<file path="config.mk">
export PLATFORM = sky130hd
export DESIGN_NAME = lsu_axil
export DESIGN_NICKNAME = d
export VERILOG_FILES = /design/src/rtl/lsu_pkg.sv /design/src/rtl/lsu_lane_align.sv /design/src/rtl/lsu_axil.sv
export SDC_FILE = /design/constraint.sdc
export NUM_CORES = 1
export LEC_CHECK = 0
export ABC_AREA = 1
export ABC_CLOCK_PERIOD_IN_PS = 1500
export CAP_MARGIN = 10
export CORE_MARGIN = 8
export CORE_UTILIZATION = 38
export DETAILED_ROUTE_END_ITERATION = 12
export GPL_TIMING_DRIVEN = 1
export PLACE_DENSITY_LB_ADDON = 0.1
export SKIP_LAST_GASP = 1
export SLEW_MARGIN = 20
export SYNTH_ARGS = -nofsm -noshare
export SYNTH_HDL_FRONTEND = slang
export SYNTH_HIERARCHICAL = 1
export SYNTH_SLANG_ARGS = --single-unit
export TNS_END_PERCENT = 50
</file>
<file path="constraint.sdc">
create_clock -name i_clk -period 1.5 [get_ports i_clk]
set_input_delay 0.225 -clock i_clk [delete_from_list [all_inputs] [get_ports i_clk]]
set_output_delay 0.225 -clock i_clk [all_outputs]
set_load 0.1 [all_outputs]
</file>
<file path="src/rtl/lsu_pkg.sv">
// rtl/lsu_pkg.sv - shared encodings for the AXI4-Lite load/store unit
package lsu_pkg;

  localparam logic [1:0] SZ_B = 2'd0;
  localparam logic [1:0] SZ_H = 2'd1;
  localparam logic [1:0] SZ_W = 2'd2;
  localparam logic [1:0] SZ_D = 2'd3;

  localparam logic [1:0] RESP_OKAY   = 2'b00;
  localparam logic [1:0] RESP_SLVERR = 2'b10;
  localparam logic [1:0] RESP_DECERR = 2'b11;

  typedef logic [2:0] state_t;

  localparam state_t ST_IDLE        = 3'd0;
  localparam state_t ST_RD_ADDR     = 3'd1;
  localparam state_t ST_RD_DATA     = 3'd2;
  localparam state_t ST_WR_ADDRDATA = 3'd3;
  localparam state_t ST_WR_RESP     = 3'd4;
  localparam state_t ST_RESP        = 3'd5;

endpackage

</file>
<file path="src/rtl/lsu_lane_align.sv">
// rtl/lsu_lane_align.sv - byte-lane placement for stores and lane extraction/extension for loads
module lsu_lane_align
  import lsu_pkg::*;
#(
  parameter int DATA_W = 32,
  parameter int OFF_W  = $clog2(DATA_W / 8)
) (
  input  logic [OFF_W-1:0]    i_offset,
  input  logic [1:0]          i_size,
  input  logic                i_unsigned,
  input  logic [DATA_W-1:0]   i_wdata,
  input  logic [DATA_W-1:0]   i_rdata,
  output logic [DATA_W-1:0]   o_wdata,
  output logic [DATA_W/8-1:0] o_wstrb,
  output logic [DATA_W-1:0]   o_rdata
);

  localparam int STRB_W = DATA_W / 8;

  logic [7:0]          w_strb_base;
  logic [15:0]         w_strb_wide;
  logic [3:0]          w_nbytes;
  logic [6:0]          w_lsh;
  logic [DATA_W-1:0]   w_rshift;
  logic [DATA_W-1:0]   w_left;
  logic signed [DATA_W-1:0] w_left_s;
  logic [DATA_W-1:0]   w_sext;
  logic [DATA_W-1:0]   w_zext;

  always_comb begin
    w_strb_base = 8'h01;
    w_nbytes    = 4'd1;
    case (i_size)
      SZ_B: begin w_strb_base = 8'h01; w_nbytes = 4'd1; end
      SZ_H: begin w_strb_base = 8'h03; w_nbytes = 4'd2; end
      SZ_W: begin w_strb_base = 8'h0F; w_nbytes = 4'd4; end
      SZ_D: begin w_strb_base = 8'hFF; w_nbytes = 4'(STRB_W); end
      default: begin w_strb_base = 8'h01; w_nbytes = 4'd1; end
    endcase
  end

  // Lanes shifted past the bus width fall off the top and are dropped.
  assign w_strb_wide = {8'h00, w_strb_base} << i_offset;
  assign o_wstrb     = w_strb_wide[STRB_W-1:0];
  assign o_wdata     = i_wdata << {i_offset, 3'b000};

  // Park the field at the top of the word, then shift back down to extend it.
  assign w_rshift = i_rdata >> {i_offset, 3'b000};
  assign w_lsh    = 7'(DATA_W) - {w_nbytes, 3'b000};
  assign w_left   = w_rshift << w_lsh;
  assign w_left_s = w_left;
  assign w_sext   = w_left_s >>> w_lsh;
  assign w_zext   = w_left >> w_lsh;
  assign o_rdata  = i_unsigned ? w_zext : w_sext;

endmodule

</file>
<file path="src/rtl/lsu_axil.sv">
// rtl/lsu_axil.sv - load/store unit with AXI4-Lite master; optional LSU_MISALIGN_CHECK_EN traps misaligned accesses
module lsu_axil
  import lsu_pkg::*;
#(
  parameter int ADDR_W = 32,
  parameter int DATA_W = 32
) (
  input  logic                i_clk,
  input  logic                i_rst,
  input  logic                i_req_valid,
  output logic                o_req_ready,
  input  logic                i_req_wen,
  input  logic [ADDR_W-1:0]   i_req_addr,
  input  logic [DATA_W-1:0]   i_req_wdata,
  input  logic [1:0]          i_req_size,
  input  logic                i_req_unsigned,
  output logic                o_resp_valid,
  output logic [DATA_W-1:0]   o_resp_rdata,
  output logic                o_resp_err,
  output logic                o_resp_misalign,
  output logic [ADDR_W-1:0]   o_araddr,
  output logic                o_arvalid,
  input  logic                i_arready,
  input  logic [DATA_W-1:0]   i_rdata,
  input  logic [1:0]          i_rresp,
  input  logic                i_rvalid,
  output logic                o_rready,
  output logic [ADDR_W-1:0]   o_awaddr,
  output logic                o_awvalid,
  input  logic                i_awready,
  output logic [DATA_W-1:0]   o_wdata,
  output logic [DATA_W/8-1:0] o_wstrb,
  output logic                o_wvalid,
  input  logic                i_wready,
  input  logic [1:0]          i_bresp,
  input  logic                i_bvalid,
  output logic                o_bready
);

  localparam int STRB_W = DATA_W / 8;
  localparam int OFF_W  = $clog2(STRB_W);

  state_t              r_state;
  logic [ADDR_W-1:0]   r_addr;
  logic [DATA_W-1:0]   r_wdata;
  logic [1:0]          r_size;
  logic                r_unsigned;
  logic                r_aw_done;
  logic                r_w_done;
  logic [DATA_W-1:0]   r_resp_rdata;
  logic                r_resp_err;

  logic                w_misalign;
  logic                w_aw_hs;
  logic                w_w_hs;
  logic [DATA_W-1:0]   w_load_data;

  lsu_lane_align #(.DATA_W(DATA_W), .OFF_W(OFF_W)) u_align (
    .i_offset   (r_addr[OFF_W-1:0]),
    .i_size     (r_size),
    .i_unsigned (r_unsigned),
    .i_wdata    (r_wdata),
    .i_rdata    (i_rdata),
    .o_wdata    (o_wdata),
    .o_wstrb    (o_wstrb),
    .o_rdata    (w_load_data)
  );

`ifdef LSU_MISALIGN_CHECK_EN
  logic [2:0] w_amask;
  logic       r_resp_mis;

  always_comb begin
    w_amask = 3'b000;
    case (i_req_size)
      SZ_B:    w_amask = 3'b000;
      SZ_H:    w_amask = 3'b001;
      SZ_W:    w_amask = 3'b011;
      SZ_D:    w_amask = 3'b111;
      default: w_amask = 3'b000;
    endcase
  end

  assign w_misalign = |(i_req_addr[2:0] & w_amask);

  always_ff @(posedge i_clk) begin
    if (i_rst)
      r_resp_mis <= 1'b0;
    else if (r_state == ST_IDLE && i_req_valid)
      r_resp_mis <= w_misalign;
  end

  assign o_resp_misalign = r_resp_mis;
`else
  assign w_misalign      = 1'b0;
  assign o_resp_misalign = 1'b0;
`endif

  assign o_req_ready  = (r_state == ST_IDLE);
  assign o_arvalid    = (r_state == ST_RD_ADDR);
  assign o_rready     = (r_state == ST_RD_DATA);
  assign o_awvalid    = (r_state == ST_WR_ADDRDATA) && !r_aw_done;
  assign o_wvalid     = (r_state == ST_WR_ADDRDATA) && !r_w_done;
  assign o_bready     = (r_state == ST_WR_RESP);
  assign o_resp_valid = (r_state == ST_RESP);
  assign o_resp_rdata = r_resp_rdata;
  assign o_resp_err   = r_resp_err;

  assign o_araddr = {r_addr[ADDR_W-1:OFF_W], {OFF_W{1'b0}}};
  assign o_awaddr = {r_addr[ADDR_W-1:OFF_W], {OFF_W{1'b0}}};

  assign w_aw_hs = o_awvalid && i_awready;
  assign w_w_hs  = o_wvalid && i_wready;

  always_ff @(posedge i_clk) begin
    if (i_rst) begin
      r_state      <= ST_IDLE;
      r_addr       <= '0;
      r_wdata      <= '0;
      r_size       <= SZ_B;
      r_unsigned   <= 1'b0;
      r_aw_done    <= 1'b0;
      r_w_done     <= 1'b0;
      r_resp_rdata <= '0;
      r_resp_err   <= 1'b0;
    end else begin
      case (r_state)
        ST_IDLE: begin
          if (i_req_valid) begin
            r_addr       <= i_req_addr;
            r_wdata      <= i_req_wdata;
            r_size       <= i_req_size;
            r_unsigned   <= i_req_unsigned;
            r_aw_done    <= 1'b0;
            r_w_done     <= 1'b0;
            r_resp_rdata <= '0;
            r_resp_err   <= w_misalign;
            if (w_misalign)
              r_state <= ST_RESP;
            else
              r_state <= i_req_wen ? ST_WR_ADDRDATA : ST_RD_ADDR;
          end
        end
        ST_RD_ADDR: begin
          if (i_arready) r_state <= ST_RD_DATA;
        end
        ST_RD_DATA: begin
          if (i_rvalid) begin
            r_resp_rdata <= w_load_data;
            r_resp_err   <= (i_rresp != RESP_OKAY);
            r_state      <= ST_RESP;
          end
        end
        ST_WR_ADDRDATA: begin
          // AW and W retire independently; leave once both have been taken.
          if (w_aw_hs) r_aw_done <= 1'b1;
          if (w_w_hs)  r_w_done  <= 1'b1;
          if ((r_aw_done || w_aw_hs) && (r_w_done || w_w_hs))
            r_state <= ST_WR_RESP;
        end
        ST_WR_RESP: begin
          if (i_bvalid) begin
            r_resp_err <= (i_bresp != RESP_OKAY);
            r_state    <= ST_RESP;
          end
        end
        ST_RESP: r_state <= ST_IDLE;
        default: r_state <= ST_IDLE;
      endcase
    end
  end

endmodule

</file>
==> Yosys cells after proc, flatten, opt, wreduce, memory -nomap -nowiden <==
Index checks and enable logic that the tools add are counted.
{ "totals": {"regBits": 105, "inputBits": 112, "output_inout_bits": 141, "elab_cells": 75} }
{ "classes": {"add_sub_neg": 1, "eq_ne": 15, "shifts": 6, "mux": 21, "reduce_logical": 23} }
{ "op_table": {"columns": ["op", "count"], "rows": [
  ["$mux 32", 3],
  ["$pmux 32 s2", 1],
  ["$pmux 8 s4", 1],
  ["$shl 32x5->32", 1],
  ["$shl 32x7->32", 1],
  ["$shr 32x5->32", 1],
  ["$shr 32x7->32", 1],
  ["$sshr 32x7->32", 1],
  ["$mux 3", 5],
  ["$pmux 3 s5", 1],
  ["$pmux 4 s3", 1],
  ["$ne 2x2->1 const B", 5],
  ["$reduce_and 3->1", 3],
  ["$reduce_bool 2->1", 4],
  ["$shl 8x2->4", 1],
  ["$sub 6x7->7 const A", 1],
  ["$eq 3x2->1 const B", 2],
  ["$eq 3x3->1 const B", 2],
  ["$logic_and 1x1->1", 5],
  ["$mux 1", 5],
  ["$reduce_and 5->1", 1],
  ["$eq 2x2->1 const B", 2],
  ["$ne 2x1->1 const B", 2],
  ["$pmux 1 s2", 2],
  ["other kinds (12)", 14]
]} }

==> Logic depth before layout (Yosys ltp) <==
Gate-level depths: netlist of run 1.
{ "depth": {"ltp_word": 9, "ltp_mapped": 11, "mapped_depth_nobuf": 10} }

==> Cells and area by module <==
The synthesis of run 1 kept the hierarchy.
{ "modules_own_cells": {"columns": ["mod", "n_inst", "cells_each", "area_per_inst_um2", "seq_area_each_um2"], "rows": [
  ["lsu_axil", 1, 576, 4435.5, 2102.0],
  ["lsu_lane_align", 1, 268, 1258.7, 0.0]
]} }

==> Worst setup path before layout of run 1 <==
No wires, ideal clock.
{ "synth_timing": {"path_type": "register -> output", "startpoint": "register r_addr[0]", "endpoint": "output o_wdata[23]", "arrival_ps": 3074, "required_time_ps": 1275, "path_slack_ps": -1799, "stages_incl_launch_ff": 5, "n_path_buf": 2, "cell_sequence": "dfxtp_1 > buf_6 > buf_2 > nor2_1 > o32ai_1"} }
{ "synth_between": {"elab_chain_cells": 1} }
{ "synth_rtl": {"columns": ["item", "line", "rtl"], "rows": [
  ["start, declared", "lsu_axil.sv:44", "logic [ADDR_W-1:0] r_addr;"],
  ["start signal, assigned", "lsu_axil.sv:130", "r_addr <= i_req_addr;"],
  ["$shl 32x5->32", "lsu_lane_align.sv:45", "assign o_wdata = i_wdata << {i_offset, 3'b000};"],
  ["end, declared", "lsu_axil.sv:31", "output logic [DATA_W-1:0] o_wdata,"]
]} }
No other way between the ends.

==> Worst setup path after layout of run 1 <==
{ "layout_timing": {"startpoint": "register r_addr[1]", "endpoint": "output o_wdata[16]"} }
The elaborated chain is that of the path after synthesis.

==> run_results.csv, run 1 <==
group,metric,value,unit
placement,place.gp.congestion,0.849,
global_route,antenna_found_initial,1,
sta,rsz0062_at_grt,"yes",
finish,fillers,1100,
routing,vias_per_cell,5.11,
die,die_y,138,um
critical_path,worst_ep_arrival_time,1.58,ns
routing,post_drt_wl_per_cell,17.3,um
power,p_leak,4.23,nW
logic_synthesis,synth_fa_ha_area_share,0,%
sta,hold_ws,0.254,ns
global_route,grt_pass1_wl,33300,um
global_route,grt_pass1_vias,6089,
clock_network,cts_buffer_depth,2,
critical_path,worstPathMaxFanout,6,
sta,fin_tns_setup,-10.67,ns
run_status,status,"finished with violations",
die,coreArea,0.0146,mm2
clock_network,cts_made_buffers,9,
run,cap_violations,0,
finish,final_nets,1176,
global_route,gr-total-overflow,0,
min_path,hold_class,"input pin to register",
sta,slew_viol_final,0,
clock_network,insertion_delay,0.35,ns
die,initial_core_util,39.0,%
clock_network,clockRootBuffer,"clkbuf_16",
sta,max_freq,554,MHz
logic_synthesis,synth_xor_area_share,0,%
sta,skew,0.00759,ns
logic_synthesis,post_synth.cell_area_avg,6.75,um2
clock_network,cts_tree,"built",
logic_synthesis,synth_top_family_by_area,"simple AND/OR/NAND/NOR gates",
global_route,grtUsageTotal,21.0,%
placement,io_buffer_count,247,
routing,drc_errors,0,
routing,drtIter0Drc,497,
clock_network,cts.sinks,105,
logic_synthesis,synth_area_leaders,"dfxtp_1, nand2_1, a21oi_1",
sta,fin_crit_sh,120,%
logic_synthesis,ys.flop_type,"dfxtp_1",
logic_synthesis,netlist.area_leader.share,36.9,%
routing,ant_nets,0,
logic_synthesis,ys_ff_latch,105,
logic_synthesis,synth_edf_count,0,
critical_path,start_kind,"register",
critical_path,worst-setup-path-type,"register to output port",
power,worst_ir_drop_vdd,1210,uV
logic_synthesis,yosysSeqAreaShare,36.9,%
placement,post-dp-hpwl,15600,um
routing,routed_wl,21700,um
sta,hold_viol_final,0,
power,power_density,2300,mW/mm2
finish,multi_input_area,0.00309,mm2
logic_synthesis,ys_types,32,
finish,seqCellArea,0.00212,mm2
placement,pre_cts_ws,-0.250,ns
clock_network,path_clk_slew,0.07,ns
global_route,grt_max_degree,63,
logic_synthesis,netlist_area,0.00569,mm2
die,rows,44,
routing,vias,6409,
logic_synthesis,yosys_warnings,6,
run_status,violations,"setup timing",
finish,drive_above_1_share,29.7,%
sta,setup_slack,-0.306,ns
logic_synthesis,synthArstFlopShare,0,%
clock_network,htree_levels,3,
logic_synthesis,yosys.area.top_type,"dfxtp_1",
sta,min_period,1.81,ns
clock_network,cts-hold-fix-buffers,0,
die,die_area,0.0192,mm2
logic_synthesis,muxShareOfSynthArea,0,%
logic_synthesis,synthCells,844,
sta,finalSetupViolations,67,
logic_synthesis,synth_compound_area_share,18.9,%
critical_path,required,1.27,ns
logic_synthesis,synth-simple-area-share,27.3,%
die,io_pins,253,
routing,dr.pass1.iters,5,
critical_path,cp-end-kind,"output port",
die,chipWidth,138,um
finish,area_delta_synth_final,85.1,%
## cells in the final DEF, fill, tap and decap left out, types with 5 or more instances in the layout
master           netlist  layout
nand2_1              250     247
buf_12                 0     145
a21oi_1              118     114
clkdlybuf4s50_1        0     110
dfxtp_1              105      99
buf_4                 76      61
nor2_1                67      47
nand3_1               37      36
inv_1                 35      33
o21ai_0               55      28
o21ai_1                3      21
nor2_4                 1      20
clkbuf_16              0      11
a22oi_2                0       9
o21ai_2                0       8
o22ai_4                0       7
conb_1                 1       5
## per-layer routing
metal | wire, um | share of wire (%) | vias up | track usage, %
li1 | - | - | 3124 | -
met1 | 9360 | 43 | 2950 | 26.1
met2 | 9720 | 45 | 298 | 32.5
met3 | 2040 | 9.4 | 37 | 7.53
met4 | 610 | 2.8 | 0 | 8.07
met5 | 0 | 0 | - | 0
## worst max-delay path, cell delays in order (launching register included)
cell and delay (ns):
dfxtp_4 0.42, inv_4 0.07, nor2_4 0.19, clkinv_4 0.16
o22ai_4 0.20, buf_12 0.20
## path summary, 6_finish.rpt
check                      to  depth (start not counted)  startpoint  slack (ns)
max               o_wdata[16]                          5   r_addr[1]       -0.31
min                r_state[1]                          4       i_rst        0.25
max reg2reg  o_resp_rdata[16]                          9   r_addr[0]       -0.15
min reg2reg          r_w_done                          2    r_w_done        0.46
## what timing repair did
item / 4_1_cts / 5_1_grt
cloned: 1 / 3
pin swaps: 6 / 9
resized for setup: 42 / 23
endpoints found under the setup margin: 68 / 84
buffers inserted: 9 / 16
## synth_stat cells (2+ instances only)
cell / count
a21oi_1: 118
a22oi_1: 9
buf_2: 23
buf_4: 76
buf_6: 4
clkbuf_1: 18
dfxtp_1: 105
inv_1: 35
inv_2: 6
nand2_1: 250
nand2_4: 2
nand3_1: 37
nand3_2: 3
nand3b_1: 4
nor2_1: 67
nor3_1: 4
o21ai_0: 55
o21ai_1: 3
o221ai_1: 4
o22ai_1: 9
## sequential cells by signal (all words and copies together), names as in the netlist
register	cells
o_resp_rdata	32
r_addr	32
r_wdata	32
r_state	3
r_size	2
o_resp_err	1
r_aw_done	1
r_unsigned	1
r_w_done	1
## cell type report
cell class	instances	share of cell area, %
Clock inverter	4	0.249
Sequential cell	105	20.1
Clock buffer	12	2.43
Timing Repair inverter	1	0.0831
Inverter	42	1.80
Multi-Input combinational cell	580	29.4
Antenna cell	1	0.0237
Tap cell	184	2.18
Timing Repair Buffer	325	43.8
## per-stage QoR
step | instances | utilization [%] | area (um2) | total power, mW
2_1_floorplan | 848 | - | 6170 | 15.7
3_3_place_gp | 1208 | 67.2 | 9800 | 21.2
3_5_place_dp | 1208 | 67.2 | 9800 | 21.2
4_1_cts | 1234 | 70.4 | 10300 | 23.9
5_1_grt | 1254 | 72.2 | 10500 | 25.3
6_report | 1254 | 72.2 | 10500 | 24.3
## logic make-up (layout without fill, tap and decap cells)
kind of cell	Yosys count	in the layout
AOI/OAI and AO/OA	201	201
buffers and inverters	164	384
DFF	105	105
other	1	6
and+or+nand+nor	373	374
## power breakdown
group	total [mW]	switching (mW)	internal, mW	leakage, nW
clock	2.29	1.07	1.22	0.139
combinational	17.7	11.4	6.28	3.23
sequential	4.28	0.809	3.47	0.862
total	24.3	13.3	11.0	4.23
(Power assumes the default switching activity.)
==> run 2: changes to the inputs <==
--- a/config.mk
+++ b/config.mk
@@ -9,7 +9,8 @@
 export ABC_CLOCK_PERIOD_IN_PS = 1500
 export CAP_MARGIN = 10
 export CORE_MARGIN = 8
-export CORE_UTILIZATION = 38
+export CORE_UTILIZATION = 39
+export CTS_BUF_LIST = sky130_fd_sc_hd__clkbuf_8
 export DETAILED_ROUTE_END_ITERATION = 12
 export GPL_TIMING_DRIVEN = 1
 export PLACE_DENSITY_LB_ADDON = 0.1
==> run 2 against run 1 <==
- the run still ends with setup timing left
- routed wire length is 1.8% higher
- die area fell by 2.3%
- final area is 1.8% higher
==> run_results.csv, run 2 (synthesis results as in run 1) <==
group,metric,value,unit
critical_path,worst-setup-path-type,"register to output port",
die,coreArea,0.0144,mm2
global_route,grtUsageTotal,21.5,%
critical_path,worst_ep_arrival_time,1.67,ns
power,p_switching,13.6,mW
sta,worst_pin_slew,0.533,ns
placement,place.gp.congestion,0.864,
critical_path,cp-end-kind,"output port",
sta,setup_slack,-0.392,ns
run_status,violations,"setup timing",
finish,final_core_util,74.4,%
sta,max_freq,528,MHz
sta,fin_crit_sh,126,%
power,switching_share,55.8,%
min_path,hold_class,"input pin to register",
power,internal_power,10.8,mW
clock_network,path_clk_slew,0.11,ns
finish,layout_common_cells,"nand2_1, buf_12, a21oi_1",
finish,num_antenna_cells,0,
clock_network,cts_made_buffers,9,
clock_network,cts.sinks,105,
die,chipWidth,137,um
sta,hold_ws,0.0928,ns
power,worst_ir_drop_vdd,1370,uV
routing,routed_wl,22100,um
critical_path,start_kind,"register",
routing,vias_per_cell,5.04,
routing,dr.pass1.iters,5,
routing,vias,6348,
run_status,status,"finished with violations",
clock_network,insertion_delay,0.38,ns
power,p_seq_share,17.6,%
die,io_pins,253,
placement,io_buffer_count,247,
routing,ant_nets,0,
clock_network,clockRootBuffer,"clkbuf_8",
finish,mostFrequentLayoutCell,"nand2_1",
clock_network,cts-hold-fix-buffers,0,
global_route,antenna_found_initial,0,
run,cap_violations,0,
clock_network,cts_buffer_depth,2,
power,p_leak,4.29,nW
finish,area_delta_synth_final,88.5,%
routing,post_drt_wl_per_cell,17.6,um
placement,dpl_cell_area,0.00986,mm2
critical_path,regToRegSetupSlack,-0.10,ns
die,die_area,0.0187,mm2
global_route,grt_max_degree,47,
die,die_y,137,um
critical_path,worstPathMaxFanout,5,
clock_network,cts_tree,"built",
finish,stdcell_count,1260,
sta,hold_viol_final,0,
routing,drtIter0Drc,424,
finish,fin_area,0.0107,mm2
sta,min_period,1.89,ns
power,power_density,2270,mW/mm2
sta,skew,0.0106,ns
power,clockPowerShare,6.9,%
clock_network,htree_levels,3,
die,initial_core_util,39.5,%
sta,finalSetupViolations,63,
sta,rsz0062_at_grt,"yes",
global_route,gr-total-overflow,0,
power,power_frac_comb,75.4,%
routing,drc_errors,0,
finish,drive_above_1_share,31.3,%
critical_path,required,1.27,ns
placement,post-dp-hpwl,15600,um
die,rows,44,
global_route,grt_pass1_wl,31600,um
global_route,grt_pass1_vias,5814,
finish,fillers,1078,
placement,dp.cells,1207,
sta,max_slew_margin,64.5,%
finish,final_nets,1183,
sta,slew_viol_final,0,
[run 2: worst paths after layout]
check             start               end  cells past startpoint
max           r_addr[0]       o_wdata[11]                      7
min               i_rst         r_addr[9]                      2
max reg2reg   r_addr[0]  o_resp_rdata[18]                     10
min reg2reg  r_wdata[6]        r_wdata[6]                      2
[run 2: timing repair]
item	4_1_cts	5_1_grt
cloned	2	5
buffers inserted	10	22
pin swaps	13	21
gates resized for setup	33	56
setup endpoints to repair	64	106
[run 2: layout make-up]
| class | count | area [um2] | share of cell area, % |
|---|---|---|---|
| clock inverter | 7 | 51.3 | 0.478 |
| timing repair inverter | 1 | 16.3 | 0.152 |
| clock buffer | 9 | 124 | 1.15 |
| multi-input combinational | 580 | 3220 | 30.0 |
| sequential | 105 | 2120 | 19.8 |
| timing repair buffer | 332 | 4790 | 44.6 |
| inverter | 42 | 188 | 1.75 |
| tap | 184 | 230 | 2.14 |
[run 2: metal layers]
layer | GRT usage (%) | wire, um | vias up
met5 | 0 | 0 | -
met4 | 6.64 | 382 | 0
met3 | 7.75 | 2370 | 23
met2 | 33.7 | 10300 | 290
met1 | 27.1 | 9100 | 2913
li1 | - | - | 3122
[run 2: critical path: stages, from the launching register on]
cell       delay, ns
dfxtp_4         0.40
buf_12          0.15
clkbuf_16       0.16
nand2_2         0.07
o21ai_2         0.06
buf_4           0.14
nor2_4          0.11
buf_12          0.18
[run 2: power by group through the flow]
stage	sequential [mW]	combinational, mW	clock [mW]
finish	4.29	18.3	1.69
CTS	4.27	17.4	1.74
floorplan	5.69	9.99	0
global placement	4.29	17.0	0
detailed placement	4.30	17.1	0
global route	4.37	19.1	1.84
[run 2: metrics by stage]
stage	setup TNS (ns)	total power [mW]	setup slack (ns)
6_report	-13.60	24.3	-0.392
5_1_grt	-20.02	25.3	-0.466
4_1_cts	-14.75	23.4	-0.407
3_5_place_dp	-23.64	21.4	-0.270
3_3_place_gp	-22.04	21.3	-0.254
2_1_floorplan	-34.12	15.7	-0.528
==> run 3: changes to the inputs <==
--- a/config.mk
+++ b/config.mk
@@ -6,7 +6,7 @@
 export NUM_CORES = 1
 export LEC_CHECK = 0
 export ABC_AREA = 1
-export ABC_CLOCK_PERIOD_IN_PS = 1500
+export ABC_CLOCK_PERIOD_IN_PS = 1700
 export CAP_MARGIN = 10
 export CORE_MARGIN = 8
 export CORE_UTILIZATION = 39
==> constraint.sdc (replaced) <==
create_clock -name i_clk -period 1.7 [get_ports i_clk]
set_input_delay 0.255 -clock i_clk [delete_from_list [all_inputs] [get_ports i_clk]]
set_output_delay 0.255 -clock i_clk [all_outputs]
set_load 0.1 [all_outputs]
==> run 3 against run 2 <==
- the run still ends with setup timing left
- sequential cell count unchanged
- clock skew shrank 0.0042 ns
- via count fell by 3.0%
==> run_results.csv, run 3 (synthesis results as in run 1) <==
group,metric,value,unit
placement,place.gp.congestion,0.863,
global_route,grt_pass1_wl,30900,um
sta,finalSetupViolations,36,
routing,drc_errors,0,
critical_path,required,1.44,ns
die,io_pins,253,
clock_network,cts_buffer_depth,2,
clock_network,clockRootBuffer,"clkbuf_8",
min_path,hold_depth,2,
critical_path,cp_cell_sequence,"inv_6 -> clkbuf_16 -> o21ai_1 -> o22ai_4 -> buf_12",
clock_network,htree_levels,3,
global_route,gr-total-overflow,0,
run,cap_violations,0,
sta,setup_slack,-0.164,ns
sta,slew_viol_final,0,
sta,hold_viol_final,0,
finish,drive_above_1_share,28.5,%
clock_network,path_clk_slew,0.10,ns
min_path,hold_class,"input pin to register",
routing,dr.pass1.iters,5,
die,coreArea,0.0144,mm2
sta,rsz0062_at_grt,"yes",
power,worst_ir_drop_vdd,1210,uV
finish,area_delta_synth_final,81.3,%
global_route,use_met1,27.0,%
die,chipWidth,137,um
critical_path,worstPathMaxFanout,9,
critical_path,max_stage_delay,0.48,ns
clock_network,cts.sinks,105,
die,die_area,0.0187,mm2
critical_path,cp-end-kind,"output port",
placement,post-dp-hpwl,15100,um
finish,num_antenna_cells,0,
global_route,grt_pass1_vias,5772,
power,power_density,2010,mW/mm2
critical_path,crit_cells,5,
finish,layout_common_cells,"nand2_1, buf_12, a21oi_1",
run_status,violations,"setup timing",
sta,fin_crit_sh,110,%
finish,mostFrequentLayoutCell,"nand2_1",
finish,stdcell_count,1234,
finish,final_nets,1157,
routing,routed_wl,20600,um
finish,seqCellArea,0.00212,mm2
critical_path,cp_top_family,"flip-flops",
finish,fillers,1150,
critical_path,r2r_cells,10,
global_route,antenna_found_initial,0,
clock_network,cts_tree,"built",
routing,drtIter0Drc,401,
sta,hold_ws,0.212,ns
critical_path,worst-setup-path-type,"register to output port",
global_route,use_met2,31.8,%
critical_path,slowest_stage,"dfxtp_4",
critical_path,cp_num_buf_inv,3,
clock_network,cts_made_buffers,9,
critical_path,worst_ep_arrival_time,1.61,ns
sta,min_period,1.86,ns
global_route,grt-busiest-layer,"met2",
routing,ant_nets,0,
global_route,grtUsageTotal,21.0,%
die,die_y,137,um
clock_network,insertion_delay,0.38,ns
power,p_leak,4.12,nW
routing,post_drt_wl_per_cell,16.7,um
routing,vias_per_cell,4.99,
die,initial_core_util,39.5,%
global_route,grt_max_degree,73,
sta,max_freq,536,MHz
global_route,met3_usage,7.56,%
placement,io_buffer_count,247,
routing,vias,6157,
placement,dp.cells,1191,
critical_path,start_kind,"register",
die,rows,44,
sta,skew,0.00639,ns
finish,multi_input_area,0.00308,mm2
run_status,status,"finished with violations",
[run 3: layout make-up]
cell class | count | area share, %
inverter | 42 | 1.89
clock inverter | 6 | 0.654
clock buffer | 10 | 1.33
timing repair inverter | 1 | 0.0848
tap | 184 | 2.23
timing repair buffer | 307 | 43.4
sequential | 105 | 20.6
multi-input combinational | 579 | 29.8
[run 3: per-stage QoR]
stage	util, %	worst slack [ns]	TNS (ns)	instance area, um2	power (mW)
finish	71.6	-0.164	-2.92	10300	20.7
global route	71.6	-0.215	-6.02	10300	21.6
CTS	69.4	-0.206	-4.57	10000	20.4
detailed placement	67.0	-0.101	-3.48	9660	18.5
global placement	67.0	-0.0299	-0.880	9660	18.5
floorplan	-	-0.358	-10.55	6140	13.8
[run 3: routing by layer]
| metal | share of wire, % | vias up |
|---|---|---|
| met5 | 0 | - |
| met4 | 1.7 | 0 |
| met3 | 9.7 | 22 |
| met2 | 45 | 230 |
| met1 | 43 | 2829 |
| li1 | - | 3076 |
[run 3: timing repair]
item                                    4_1_cts  5_1_grt
hold buffers                                  0        0
gates cloned                                  1        2
gates resized for setup                      35       35
pin swaps                                     7        9
endpoints found under the setup margin       39       53
buffers inserted                              6       18
[run 3: final timing paths]
| check | slack [ns] | endpoint | from |
|---|---|---|---|
| max reg2reg | -0.01 | o_resp_rdata[8] | r_addr[1] |
| max | -0.16 | o_wdata[19] | r_addr[0] |
| min | 0.21 | r_addr[21] | i_rst |
| min reg2reg | 0.46 | r_wdata[0] | r_wdata[0] |
[run 3: where the power goes]
| part | internal (mW) | switching [mW] |
|---|---|---|
| Sequential | 3.06 | 0.741 |
| Combinational | 5.39 | 9.93 |
| Clock | 0.724 | 0.893 |
| Total | 9.17 | 11.6 |
